`src/rtl/goose_pkg.sv`:
```
// rtl/goose_pkg.sv - shared types and constants for the goose animation sequencer
package goose_pkg;

    typedef enum logic [1:0] {
        ST_IDLE  = 2'd0,
        ST_SPIN  = 2'd1,
        ST_DECEL = 2'd2,
        ST_HOLD  = 2'd3
    } state_t;

    localparam logic [1:0] BG_GRASS = 2'd0;
    localparam logic [1:0] BG_UW    = 2'd1;
    localparam logic [1:0] BG_FIX0  = 2'd2;
    localparam logic [1:0] BG_FIX1  = 2'd3;

    localparam int DECEL_MAX_MULT = 8;

    function automatic int width_min1(input int n);
        return (n > 1) ? $clog2(n) : 1;
    endfunction

endpackage

```
`src/rtl/frame_debouncer.sv`:
```
// rtl/frame_debouncer.sv - button synchronizer with once-per-frame debounce and press pulse
module frame_debouncer
    import goose_pkg::*;
#(
    parameter int DEBOUNCE_FRAMES = 3
) (
    input  logic clk,
    input  logic rst_n,
    input  logic i_frame_start,
    input  logic i_btn,
    output logic o_press
);

    localparam int CW = width_min1(DEBOUNCE_FRAMES);
    localparam logic [CW-1:0] CNT_LAST = CW'(DEBOUNCE_FRAMES - 1);

    logic          r_sync1;
    logic          r_sync2;
    logic          r_level;
    logic [CW-1:0] r_cnt;
    logic          w_differs;
    logic          w_flip;

    assign w_differs = (r_sync2 != r_level);
    assign w_flip    = i_frame_start && w_differs && (r_cnt == CNT_LAST);
    // press is combinational so the sequencer can act in the flipping frame
    assign o_press   = w_flip && !r_level;

    always_ff @(posedge clk or negedge rst_n) begin
        if (!rst_n) begin
            r_sync1 <= 1'b0;
            r_sync2 <= 1'b0;
            r_level <= 1'b0;
            r_cnt   <= '0;
        end else begin
            r_sync1 <= i_btn;
            r_sync2 <= r_sync1;
            if (i_frame_start) begin
                if (!w_differs) begin
                    r_cnt <= '0;
                end else if (w_flip) begin
                    r_cnt   <= '0;
                    r_level <= ~r_level;
                end else begin
                    r_cnt <= r_cnt + CW'(1);
                end
            end
        end
    end

endmodule

```
`src/rtl/goose_anim_ctrl.sv`:
```
// rtl/goose_anim_ctrl.sv - per-frame spin/decelerate/idle/hold sequencer for the goose VGA datapath
module goose_anim_ctrl
    import goose_pkg::*;
#(
    parameter int SPIN_DIV        = 4,
    parameter int SPIN_ROTATIONS  = 8,
    parameter int DEBOUNCE_FRAMES = 3,
    parameter int BG_CYCLE_ROT    = 4,
    parameter int AUTO_START      = 1
) (
    input  logic       clk,
    input  logic       rst_n,
    input  logic       frame_start,
    input  logic       btn,
    input  logic       auto_bg,
    input  logic [1:0] bg_manual,
    output logic [1:0] frame_num,
    output logic [1:0] bg_sel,
    output logic       sound_en,
    output logic [6:0] frame_counter,
    output logic [1:0] state
);

    localparam int DW = $clog2(DECEL_MAX_MULT * SPIN_DIV);
    localparam int CW = DW + 1;
    localparam int RW = width_min1(SPIN_ROTATIONS);
    localparam int BW = width_min1(BG_CYCLE_ROT);

    localparam logic [CW-1:0] DIV_SPIN  = CW'(SPIN_DIV);
    localparam logic [CW-1:0] DIV_DECEL = CW'(2 * SPIN_DIV);
    localparam logic [CW-1:0] DIV_MAX   = CW'(DECEL_MAX_MULT * SPIN_DIV);
    localparam logic [RW-1:0] ROT_LAST  = RW'(SPIN_ROTATIONS - 1);
    localparam logic [BW-1:0] BG_LAST   = BW'(BG_CYCLE_ROT - 1);

    state_t        r_state;
    logic [1:0]    r_frame_num;
    logic [1:0]    r_bg_sel;
    logic          r_sound_en;
    logic [6:0]    r_frame_counter;
    logic [DW-1:0] r_div_cnt;
    logic [RW-1:0] r_rot_cnt;
    logic [CW-1:0] r_cur_div;
    logic [BW-1:0] r_bg_rot;
    logic          r_first;

    state_t        w_state_nxt;
    logic [1:0]    w_frame_nxt;
    logic [1:0]    w_bg_nxt;
    logic          w_sound_nxt;
    logic [6:0]    w_fc_nxt;
    logic [DW-1:0] w_div_nxt;
    logic [RW-1:0] w_rot_nxt;
    logic [CW-1:0] w_cur_nxt;
    logic [BW-1:0] w_bg_rot_nxt;
    logic          w_first_nxt;
    logic          w_press;
    logic          w_div_hit;
    logic          w_step_wrap;
    logic          w_wrap;
    logic [CW-1:0] w_div_last;

    frame_debouncer #(
        .DEBOUNCE_FRAMES(DEBOUNCE_FRAMES)
    ) u_debounce (
        .clk          (clk),
        .rst_n        (rst_n),
        .i_frame_start(frame_start),
        .i_btn        (btn),
        .o_press      (w_press)
    );

    assign w_div_last  = r_cur_div - CW'(1);
    assign w_div_hit   = ({1'b0, r_div_cnt} == w_div_last);
    assign w_step_wrap = w_div_hit && (r_frame_num == 2'd3);

    always_comb begin
        w_state_nxt  = r_state;
        w_frame_nxt  = r_frame_num;
        w_bg_nxt     = r_bg_sel;
        w_sound_nxt  = r_sound_en;
        w_fc_nxt     = r_frame_counter;
        w_div_nxt    = r_div_cnt;
        w_rot_nxt    = r_rot_cnt;
        w_cur_nxt    = r_cur_div;
        w_bg_rot_nxt = r_bg_rot;
        w_first_nxt  = r_first;
        w_wrap       = 1'b0;

        if (frame_start) begin
            w_fc_nxt    = r_frame_counter + 7'd1;
            w_first_nxt = 1'b0;
            unique case (r_state)
                ST_IDLE: begin
                    w_frame_nxt = 2'd0;
                    if (w_press || ((AUTO_START != 0) && r_first)) begin
                        w_state_nxt = ST_SPIN;
                        w_div_nxt   = '0;
                        w_rot_nxt   = '0;
                        w_cur_nxt   = DIV_SPIN;
                    end
                end
                ST_SPIN: begin
                    if (w_press) begin
                        w_state_nxt = ST_HOLD;
                        w_div_nxt   = '0;
                    end else if (w_div_hit) begin
                        w_div_nxt   = '0;
                        w_frame_nxt = r_frame_num + 2'd1;
                        w_wrap      = w_step_wrap;
                        if (w_step_wrap) begin
                            w_rot_nxt = r_rot_cnt + RW'(1);
                            if (r_rot_cnt == ROT_LAST) begin
                                w_state_nxt = ST_DECEL;
                                w_cur_nxt   = DIV_DECEL;
                            end
                        end
                    end else begin
                        w_div_nxt = r_div_cnt + DW'(1);
                    end
                end
                ST_DECEL: begin
                    if (w_press) begin
                        w_state_nxt = ST_SPIN;
                        w_div_nxt   = '0;
                        w_rot_nxt   = '0;
                        w_cur_nxt   = DIV_SPIN;
                    end else if (w_div_hit) begin
                        w_div_nxt   = '0;
                        w_frame_nxt = r_frame_num + 2'd1;
                        w_wrap      = w_step_wrap;
                        if (w_step_wrap) begin
                            if (r_cur_div == DIV_MAX) begin
                                w_state_nxt = ST_IDLE;
                                w_cur_nxt   = DIV_SPIN;
                            end else begin
                                w_cur_nxt = {r_cur_div[CW-2:0], 1'b0};
                            end
                        end
                    end else begin
                        w_div_nxt = r_div_cnt + DW'(1);
                    end
                end
                ST_HOLD: begin
                    w_div_nxt = '0;
                    if (w_press) begin
                        w_state_nxt = ST_SPIN;
                        w_cur_nxt   = DIV_SPIN;
                    end
                end
            endcase
            w_sound_nxt = (w_state_nxt == ST_SPIN) || (w_state_nxt == ST_DECEL);
        end

        if (w_wrap) begin
            if (r_bg_rot == BG_LAST) begin
                w_bg_rot_nxt = '0;
                w_bg_nxt     = r_bg_sel + 2'd1;
            end else begin
                w_bg_rot_nxt = r_bg_rot + BW'(1);
            end
        end
        // Manual mode tracks bg_manual every clock; on return to auto it resumes from that copy
        if (!auto_bg) begin
            w_bg_nxt = bg_manual;
        end
    end

    always_ff @(posedge clk or negedge rst_n) begin
        if (!rst_n) begin
            r_state         <= ST_IDLE;
            r_frame_num     <= 2'd0;
            r_bg_sel        <= BG_GRASS;
            r_sound_en      <= 1'b0;
            r_frame_counter <= 7'd0;
            r_div_cnt       <= '0;
            r_rot_cnt       <= '0;
            r_cur_div       <= DIV_SPIN;
            r_bg_rot        <= '0;
            r_first         <= 1'b1;
        end else begin
            r_state         <= w_state_nxt;
            r_frame_num     <= w_frame_nxt;
            r_bg_sel        <= w_bg_nxt;
            r_sound_en      <= w_sound_nxt;
            r_frame_counter <= w_fc_nxt;
            r_div_cnt       <= w_div_nxt;
            r_rot_cnt       <= w_rot_nxt;
            r_cur_div       <= w_cur_nxt;
            r_bg_rot        <= w_bg_rot_nxt;
            r_first         <= w_first_nxt;
        end
    end

    assign frame_num     = r_frame_num;
    assign bg_sel        = r_bg_sel;
    assign sound_en      = r_sound_en;
    assign frame_counter = r_frame_counter;
    assign state         = r_state;

endmodule

```
`config.mk`:
```
export PLATFORM = sky130hd
export DESIGN_NAME = goose_anim_ctrl
export DESIGN_NICKNAME = d
export VERILOG_FILES = /design/src/rtl/goose_pkg.sv /design/src/rtl/frame_debouncer.sv /design/src/rtl/goose_anim_ctrl.sv
export SDC_FILE = /design/constraint.sdc
export NUM_CORES = 1
export LEC_CHECK = 0
export ABC_AREA = 1
export BUFFER_PORTS_ARGS = -buffer_cell sky130_fd_sc_hd__buf_2
export CAP_MARGIN = 10
export CELL_PAD_IN_SITES_DETAIL_PLACEMENT = 1
export CELL_PAD_IN_SITES_GLOBAL_PLACEMENT = 2
export CORE_ASPECT_RATIO = 1.25
export CORE_MARGIN = 3
export CORE_UTILIZATION = 34
export CTS_CLUSTER_SIZE = 40
export DETAILED_ROUTE_END_ITERATION = 8
export PLACE_DENSITY = 0.84
export SYNTH_ARGS = -nofsm -noshare
export SYNTH_HDL_FRONTEND = slang
export SYNTH_HIERARCHICAL = 1
export SYNTH_SLANG_ARGS = --single-unit
```
`constraint.sdc`:
```
create_clock -name clk -period 2.27 [get_ports clk]
set_input_delay 0.454 -clock clk [delete_from_list [all_inputs] [get_ports clk]]
set_output_delay 0.454 -clock clk [all_outputs]
set_load 0.02 [all_outputs]
```
==> results of run 1 <==
[through the flow]
| stage | worst slack (ns) | instances |
|---|---|---|
| after CTS | 0.0745 | 355 |
| final | 0.165 | 355 |
| after global placement | 0.151 | 347 |
| after detailed placement | 0.0916 | 347 |
| after floorplan | 0.273 | 260 |
| after global routing | -0.0276 | 355 |
[flip-flops by register name (all words and copies together), names as in the netlist]
| signal | count |
|---|---|
| r_bg_rot | 2 |
| sound_en | 1 |
| state | 2 |
| u_debounce/r_level | 1 |
| bg_sel | 2 |
| u_debounce/r_cnt | 2 |
| r_cur_div | 4 |
| u_debounce/r_sync1 | 1 |
| frame_num | 2 |
| r_first | 1 |
| frame_counter | 7 |
| r_div_cnt | 5 |
| r_rot_cnt | 3 |
| u_debounce/r_sync2 | 1 |
[worst reg2reg max path, delay by kind of cell (launching register included)]
kind | cells | cell delay [ns]
AOI/OAI and AO/OA | 2 | 0.32
DFF | 1 | 0.56
buffers and inverters | 3 | 0.20
adders and majority gates | 1 | 0.28
and+or+nand+nor | 7 | 0.63
[cells in the final DEF (no fill, tap or decap), drive strengths merged]
cell type / n
a211oi: 2
nand4: 7
inv: 43
bufinv: 1
a221oi: 1
clkbuf: 7
o21a: 2
dfrtp: 32
a22oi: 1
o21bai: 1
nand3: 23
buf: 27
a31oi: 1
o21ai: 18
ha: 13
xnor2: 3
nand2: 70
dfstp: 2
nor2: 26
nor2b: 1
xor2: 5
a21oi: 3
nand3b: 1
a21boi: 1
[routing by layer]
layer / vias up / part of all wire
li1: 883 / -
met1: 833 / 0.43
met2: 24 / 0.53
met3: 6 / 0.029
met4: 0 / 0.015
met5: - / 0
[final cells by class]
cell class / instances / area [um2] / area share
repair buffers: 27 / 153 / 0.0639
inverters: 43 / 161 / 0.0675
multi-input cells: 179 / 1040 / 0.434
clock buffers: 7 / 76.3 / 0.0319
flip-flops and latches: 34 / 853 / 0.357
clock inverters: 1 / 30.0 / 0.0126
well taps: 64 / 80.1 / 0.0335
[where the power goes]
| part | switching (W) | total [W] | internal, W |
|---|---|---|---|
| Sequential | 0.000196 | 0.00101 | 0.000813 |
| Combinational | 0.000881 | 0.00137 | 0.000491 |
| Clock | 0.000219 | 0.000548 | 0.000329 |
[how the worst max path moves through the flow]
stage	to	from	cells after the start
floorplan	sound_en	r_cur_div[2]	16
global placement	sound_en	r_cur_div[2]	16
detailed placement	sound_en	r_cur_div[2]	16
CTS	sound_en	r_cur_div[2]	16
global route	sound_en	r_cur_div[2]	16
finish	r_rot_cnt[1]	r_cur_div[2]	13
[kinds of logic after synthesis]
logic type                 share of synthesized area
and+or+nand+nor                                0.285
adders and majority gates                     0.0799
xor gates and xnor gates                      0.0344
DFF                                            0.419
AOI/OAI and AO/OA                             0.0922
buffers and inverters                         0.0891
==> impl_metrics.env, run 1 <==
export IMPL_port_buffers=20
export IMPL_routed_wl_um=4600
export IMPL_post_cts_buffers=0
export IMPL_synth_yosys_seq_area_share=0.419
export IMPL_h_tree_level_count=2
export IMPL_yosys_cell_types_count=30
export IMPL_crit_required_ns=2.46
export IMPL_p_leak_nw=1.24
export IMPL_grt_setup_unrepaired="yes"
export IMPL_ys_seq_elements=34
export IMPL_synth_largest_area_cell="sky130_fd_sc_hd__dfrtp_1"
export IMPL_core_region_area_um2=5590
export IMPL_worst_path_cell_trace="inv_2, ha_2, nand2_1, inv_1, nor2_2, nand2_2, nor2_4, nand2_2, inv_2, nand2_1, a21oi_4, nand3_1, o21ai_0"
export IMPL_grt_total_usage=0.154
export IMPL_vias_per_cell=4.92
export IMPL_max_slew_headroom_at_the_worst_pin=0.480
export IMPL_first_global_vias=1830
export IMPL_syn_avg_cell_area_um2=7.83
export IMPL_tightest_slew_ns=0.780
export IMPL_p_per_area_nw_per_um2=1230
export IMPL_filler_cell_count=707
export IMPL_setup_viol=0
export IMPL_finalNetCount=310
export IMPL_max_vdd_ir_drop_mv=0.547
export IMPL_final_cell_area_um2=2390
export IMPL_drive_above_1_share=0.203
export IMPL_clock_skew_ns=0.00827
export IMPL_gp_routability_congestion=0.791
export IMPL_crit_fanout=6
export IMPL_wire_length_of_the_first_global_routing_pass_um=8360
export IMPL_detailroute_via_count=1746
export IMPL_globalRoute_busiestLayer="met2"
export IMPL_cts_sinks=34
export IMPL_number_of_nets_produced_by_synthesis=280
export IMPL_route_antenna_remaining_nets=0
export IMPL_crit_path_start_kind="register"
export IMPL_max_freq_mhz=475
export IMPL_cp_num_buf_inv=3
export IMPL_synthesis_yosys_warnings=6
export IMPL_grt_overflow=0
export IMPL_maxSlewViolCount=0
export IMPL_remaining_drc_errors=0
export IMPL_number_of_antenna_violations_at_the_first_check_in_global_routing=0
export IMPL_run_status="completed"
export IMPL_setup_tns_final_ns=0
export IMPL_layout_overhead_on_the_synthesized_area_pct=17.4
export IMPL_detailedPlacementHpwl_um=3560
export IMPL_grt_met3_usage=0.0293
export IMPL_floorplan_initialDensity=0.364
export IMPL_final_min_period_over_clock_period=0.927
export IMPL_post_drt_wl_per_cell_um=13.0
export IMPL_drt_first_iter_violations=72
export IMPL_synth_async_sr_flop_share=1.00
export IMPL_synthTopCellsByArea="sky130_fd_sc_hd__dfrtp_1, sky130_fd_sc_hd__nand2_1, sky130_fd_sc_hd__ha_1"
export IMPL_detailedRoute_firstPassIterationCount=4
export IMPL_ws_path_type="register to register"
export IMPL_min_delay_path_class="input port to asynchronous set/reset pin"
export IMPL_total_power_w=0.00293
export IMPL_placedInstanceArea_um2=2250
export IMPL_final_hold_viol_count=0
export IMPL_cap_violations=0
export IMPL_number_of_buffers_inserted_during_clock_tree_synthesis=5
export IMPL_floorplan_die_width_um=75.2
export IMPL_diodes=0
export IMPL_syn_area_um2=2040
export IMPL_synth_common_cells="sky130_fd_sc_hd__nand2_1, sky130_fd_sc_hd__inv_1, sky130_fd_sc_hd__dfrtp_1"
export IMPL_grt_met2_use=0.273
export IMPL_worst_hold_slack_across_all_endpoints_ns=0.243
export IMPL_tritoncts_clock_tree="built"
export IMPL_rr_worst_depth=13
export IMPL_crit_reg2reg_launch="r_cur_div[2]"
export IMPL_worst_setup_hold_path_clk_slew_ns=0.07
export IMPL_critPathTopFamily="simple AND/OR/NAND/NOR gates"
export IMPL_standard_cell_with_the_maximum_stage_delay_on_the_critical_path="sky130_fd_sc_hd__dfstp_2"
export IMPL_rrSetupSlack_ns=0.17
export IMPL_worst_skew_pair_later_pin_latency_ns=0.28
export IMPL_max_clock_path_buffers=2
export IMPL_timing_critical_path_slowest_cell_delay_ns=0.56
export IMPL_grt_start_max_net_pins=35
export IMPL_critical_path_endpoint_type="register"
export IMPL_clockRootBuffer="sky130_fd_sc_hd__clkbuf_8"
export IMPL_post_synth_edffs=0
export IMPL_cts_hold_fix_buffers=0
export IMPL_critical_path_arrival_ns=2.29
export IMPL_synthMostInstantiatedCell="sky130_fd_sc_hd__nand2_1"
export IMPL_finalCriticalPeriod_ns=2.10
export IMPL_r2r_end="r_rot_cnt[1]"
export IMPL_std_cell_rows=30
export IMPL_floorplan_io_pins=21
export IMPL_synth_main_ff_cell="sky130_fd_sc_hd__dfrtp_1"
export IMPL_synth_top_area_share=0.393
export IMPL_syn_inst=260
export IMPL_post_cts_resize_count=0
export IMPL_final_util=0.427
export IMPL_dieHeight_um=92.5
export IMPL_dieArea_um2=6960
export IMPL_grtUsageMet1=0.184
No activity file was read; power rests on OpenSTA's default activity.
==> inputs of run 2 (changes only) <==
- BUFFER_PORTS_ARGS: -buffer_cell sky130_fd_sc_hd__buf_2 -> -buffer_cell sky130_fd_sc_hd__buf_4
- CAP_MARGIN: 10 -> 20
==> impl_metrics.env, run 2 (same netlist as run 1, synthesis figures left out) <==
export IMPL_internal_power_w=0.00170
export IMPL_routed_wl_um=4650
export IMPL_floorplan_die_width_um=75.2
export IMPL_layout_commonest_cell="sky130_fd_sc_hd__nand2_1"
export IMPL_critical_path_arrival_ns=2.29
export IMPL_clockPowerShare=0.183
export IMPL_core_region_area_um2=5590
export IMPL_port_buffers=20
export IMPL_cts_sinks=34
export IMPL_run_status="completed"
export IMPL_dieArea_um2=6960
export IMPL_worst_path_cell_trace="inv_4, ha_4, nand2_1, nand3_1, nand2_4, nand2_1, nor2_2, buf_4, nand4_1, nand2_1, nand4_1, nor2b_2, o21bai_1"
export IMPL_total_power_w=0.00300
export IMPL_timing_critical_path_slowest_cell_delay_ns=0.58
export IMPL_number_of_antenna_violations_at_the_first_check_in_global_routing=0
export IMPL_sequential_cell_area_um2=853
export IMPL_route_antenna_remaining_nets=0
export IMPL_wire_length_of_the_first_global_routing_pass_um=8120
export IMPL_post_drt_wl_per_cell_um=13.0
export IMPL_crit_path_start_kind="register"
export IMPL_grt_setup_unrepaired="no"
export IMPL_rr_worst_depth=13
export IMPL_power_switching_fraction=0.432
export IMPL_max_freq_mhz=474
export IMPL_drt_first_iter_violations=46
export IMPL_grt_start_max_net_pins=35
export IMPL_number_of_buffers_inserted_during_clock_tree_synthesis=5
export IMPL_clockRootBuffer="sky130_fd_sc_hd__clkbuf_8"
export IMPL_h_tree_level_count=2
export IMPL_detailroute_via_count=1779
export IMPL_critPathTopFamily="simple AND/OR/NAND/NOR gates"
export IMPL_ws_path_type="register to register"
export IMPL_critical_path_depth=13
export IMPL_cap_violations=0
export IMPL_largest_register_ff_count=7
export IMPL_max_slew_headroom_at_the_worst_pin=0.703
export IMPL_clock_skew_ns=0.00599
export IMPL_tritoncts_clock_tree="built"
export IMPL_worst_skew_pair_later_pin_latency_ns=0.29
export IMPL_detailedRoute_firstPassIterationCount=4
export IMPL_worst_setup_hold_path_clk_slew_ns=0.07
export IMPL_floorplan_initialDensity=0.364
export IMPL_max_clock_path_buffers=2
export IMPL_p_leak_nw=1.26
export IMPL_diodes=0
export IMPL_final_min_period_over_clock_period=0.930
export IMPL_vias_per_cell=4.98
export IMPL_crit_fanout=4
export IMPL_finalCriticalPeriod_ns=2.11
export IMPL_multi_input_area_um2=1040
export IMPL_switchingPower_w=0.00129
export IMPL_min_delay_path_class="input port to asynchronous set/reset pin"
export IMPL_grt_total_usage=0.149
export IMPL_detailedPlacementHpwl_um=3610
export IMPL_standard_cell_with_the_maximum_stage_delay_on_the_critical_path="sky130_fd_sc_hd__dfstp_2"
export IMPL_remaining_drc_errors=0
export IMPL_max_vdd_ir_drop_mv=0.467
export IMPL_gp_routability_congestion=0.787
export IMPL_first_global_vias=1783
export IMPL_final_cell_mix="sky130_fd_sc_hd__nand2_1, sky130_fd_sc_hd__inv_1, sky130_fd_sc_hd__dfrtp_1, sky130_fd_sc_hd__buf_4, sky130_fd_sc_hd__nand3_1"
export IMPL_cts_hold_fix_buffers=0
export IMPL_combPwrFrac=0.476
export IMPL_p_per_area_nw_per_um2=1220
export IMPL_final_hold_viol_count=0
export IMPL_filler_cell_count=707
export IMPL_drive_above_1_share=0.205
export IMPL_layout_overhead_on_the_synthesized_area_pct=20.8
export IMPL_setup_tns_final_ns=0
export IMPL_std_cell_rows=30
export IMPL_cp_num_buf_inv=2
export IMPL_crit_required_ns=2.45
export IMPL_power_frac_seq=0.341
export IMPL_finalNetCount=312
export IMPL_tightest_slew_ns=0.445
export IMPL_dieHeight_um=92.5
export IMPL_critical_path_top_cell_by_count="sky130_fd_sc_hd__nand2_1"
export IMPL_maxSlewViolCount=0
export IMPL_setup_viol=0
export IMPL_grt_overflow=0
export IMPL_floorplan_io_pins=21
export IMPL_critical_path_endpoint_type="register"
[run 2: path summary, 6_finish.rpt]
kind                                         start                 end  slack (ns)
worst min-delay path                         rst_n        r_div_cnt[2]        0.11
worst min register to register  u_debounce/r_sync1  u_debounce/r_sync2        0.36
worst max register to register        r_cur_div[2]            state[0]        0.16
max in group asynchronous                    rst_n             r_first        1.81
min in group clk                               btn  u_debounce/r_sync1        0.27
worst max-delay path                  r_cur_div[2]            state[0]        0.16
[run 2: layout make-up]
cell class | instances | area share
multi-input combinational | 179 | 0.422
inverter | 43 | 0.0667
clock buffer | 7 | 0.0310
timing repair buffer | 29 | 0.0885
sequential | 34 | 0.347
clock inverter | 1 | 0.0122
tap | 64 | 0.0326
[run 2: repair_timing]
| action | in CTS | in global routing |
|---|---|---|
| buffers inserted | 0 | 3 |
| gates resized for setup | 0 | 13 |
| setup endpoints to repair | 0 | 15 |
[run 2: metal layers]
metal / wire (um) / GRT usage / vias up
met2: 2390 / 0.264 / 22
met3: 152 / 0.0315 / 6
met5: 0 / 0 / -
met4: 64 / 0.0394 / 0
li1: - / - / 880
met1: 2040 / 0.177 / 871
[run 2: power groups by stage]
| stage | clock network (W) | logic [W] | registers [W] |
|---|---|---|---|
| after floorplan | 0 | 0.000809 | 0.00110 |
| after global placement | 0 | 0.00134 | 0.00103 |
| after detailed placement | 0 | 0.00137 | 0.00103 |
| after CTS | 0.000562 | 0.00138 | 0.00102 |
| after global routing | 0.000593 | 0.00162 | 0.00107 |
| final | 0.000547 | 0.00143 | 0.00102 |
[run 2: through the flow]
stage / instance area [um2] / utilization / hold WS [ns] / instances / setup slack [ns]
5_1_grt: 2460 / 0.440 / 0.145 / 357 / 0.00744
3_3_place_gp: 2290 / 0.410 / 0.335 / 346 / 0.146
3_5_place_dp: 2290 / 0.410 / 0.340 / 346 / 0.0667
2_1_floorplan: 2040 / - / 0.158 / 260 / 0.273
4_1_cts: 2400 / 0.429 / 0.126 / 354 / 0.0340
6_report: 2460 / 0.440 / 0.112 / 357 / 0.158
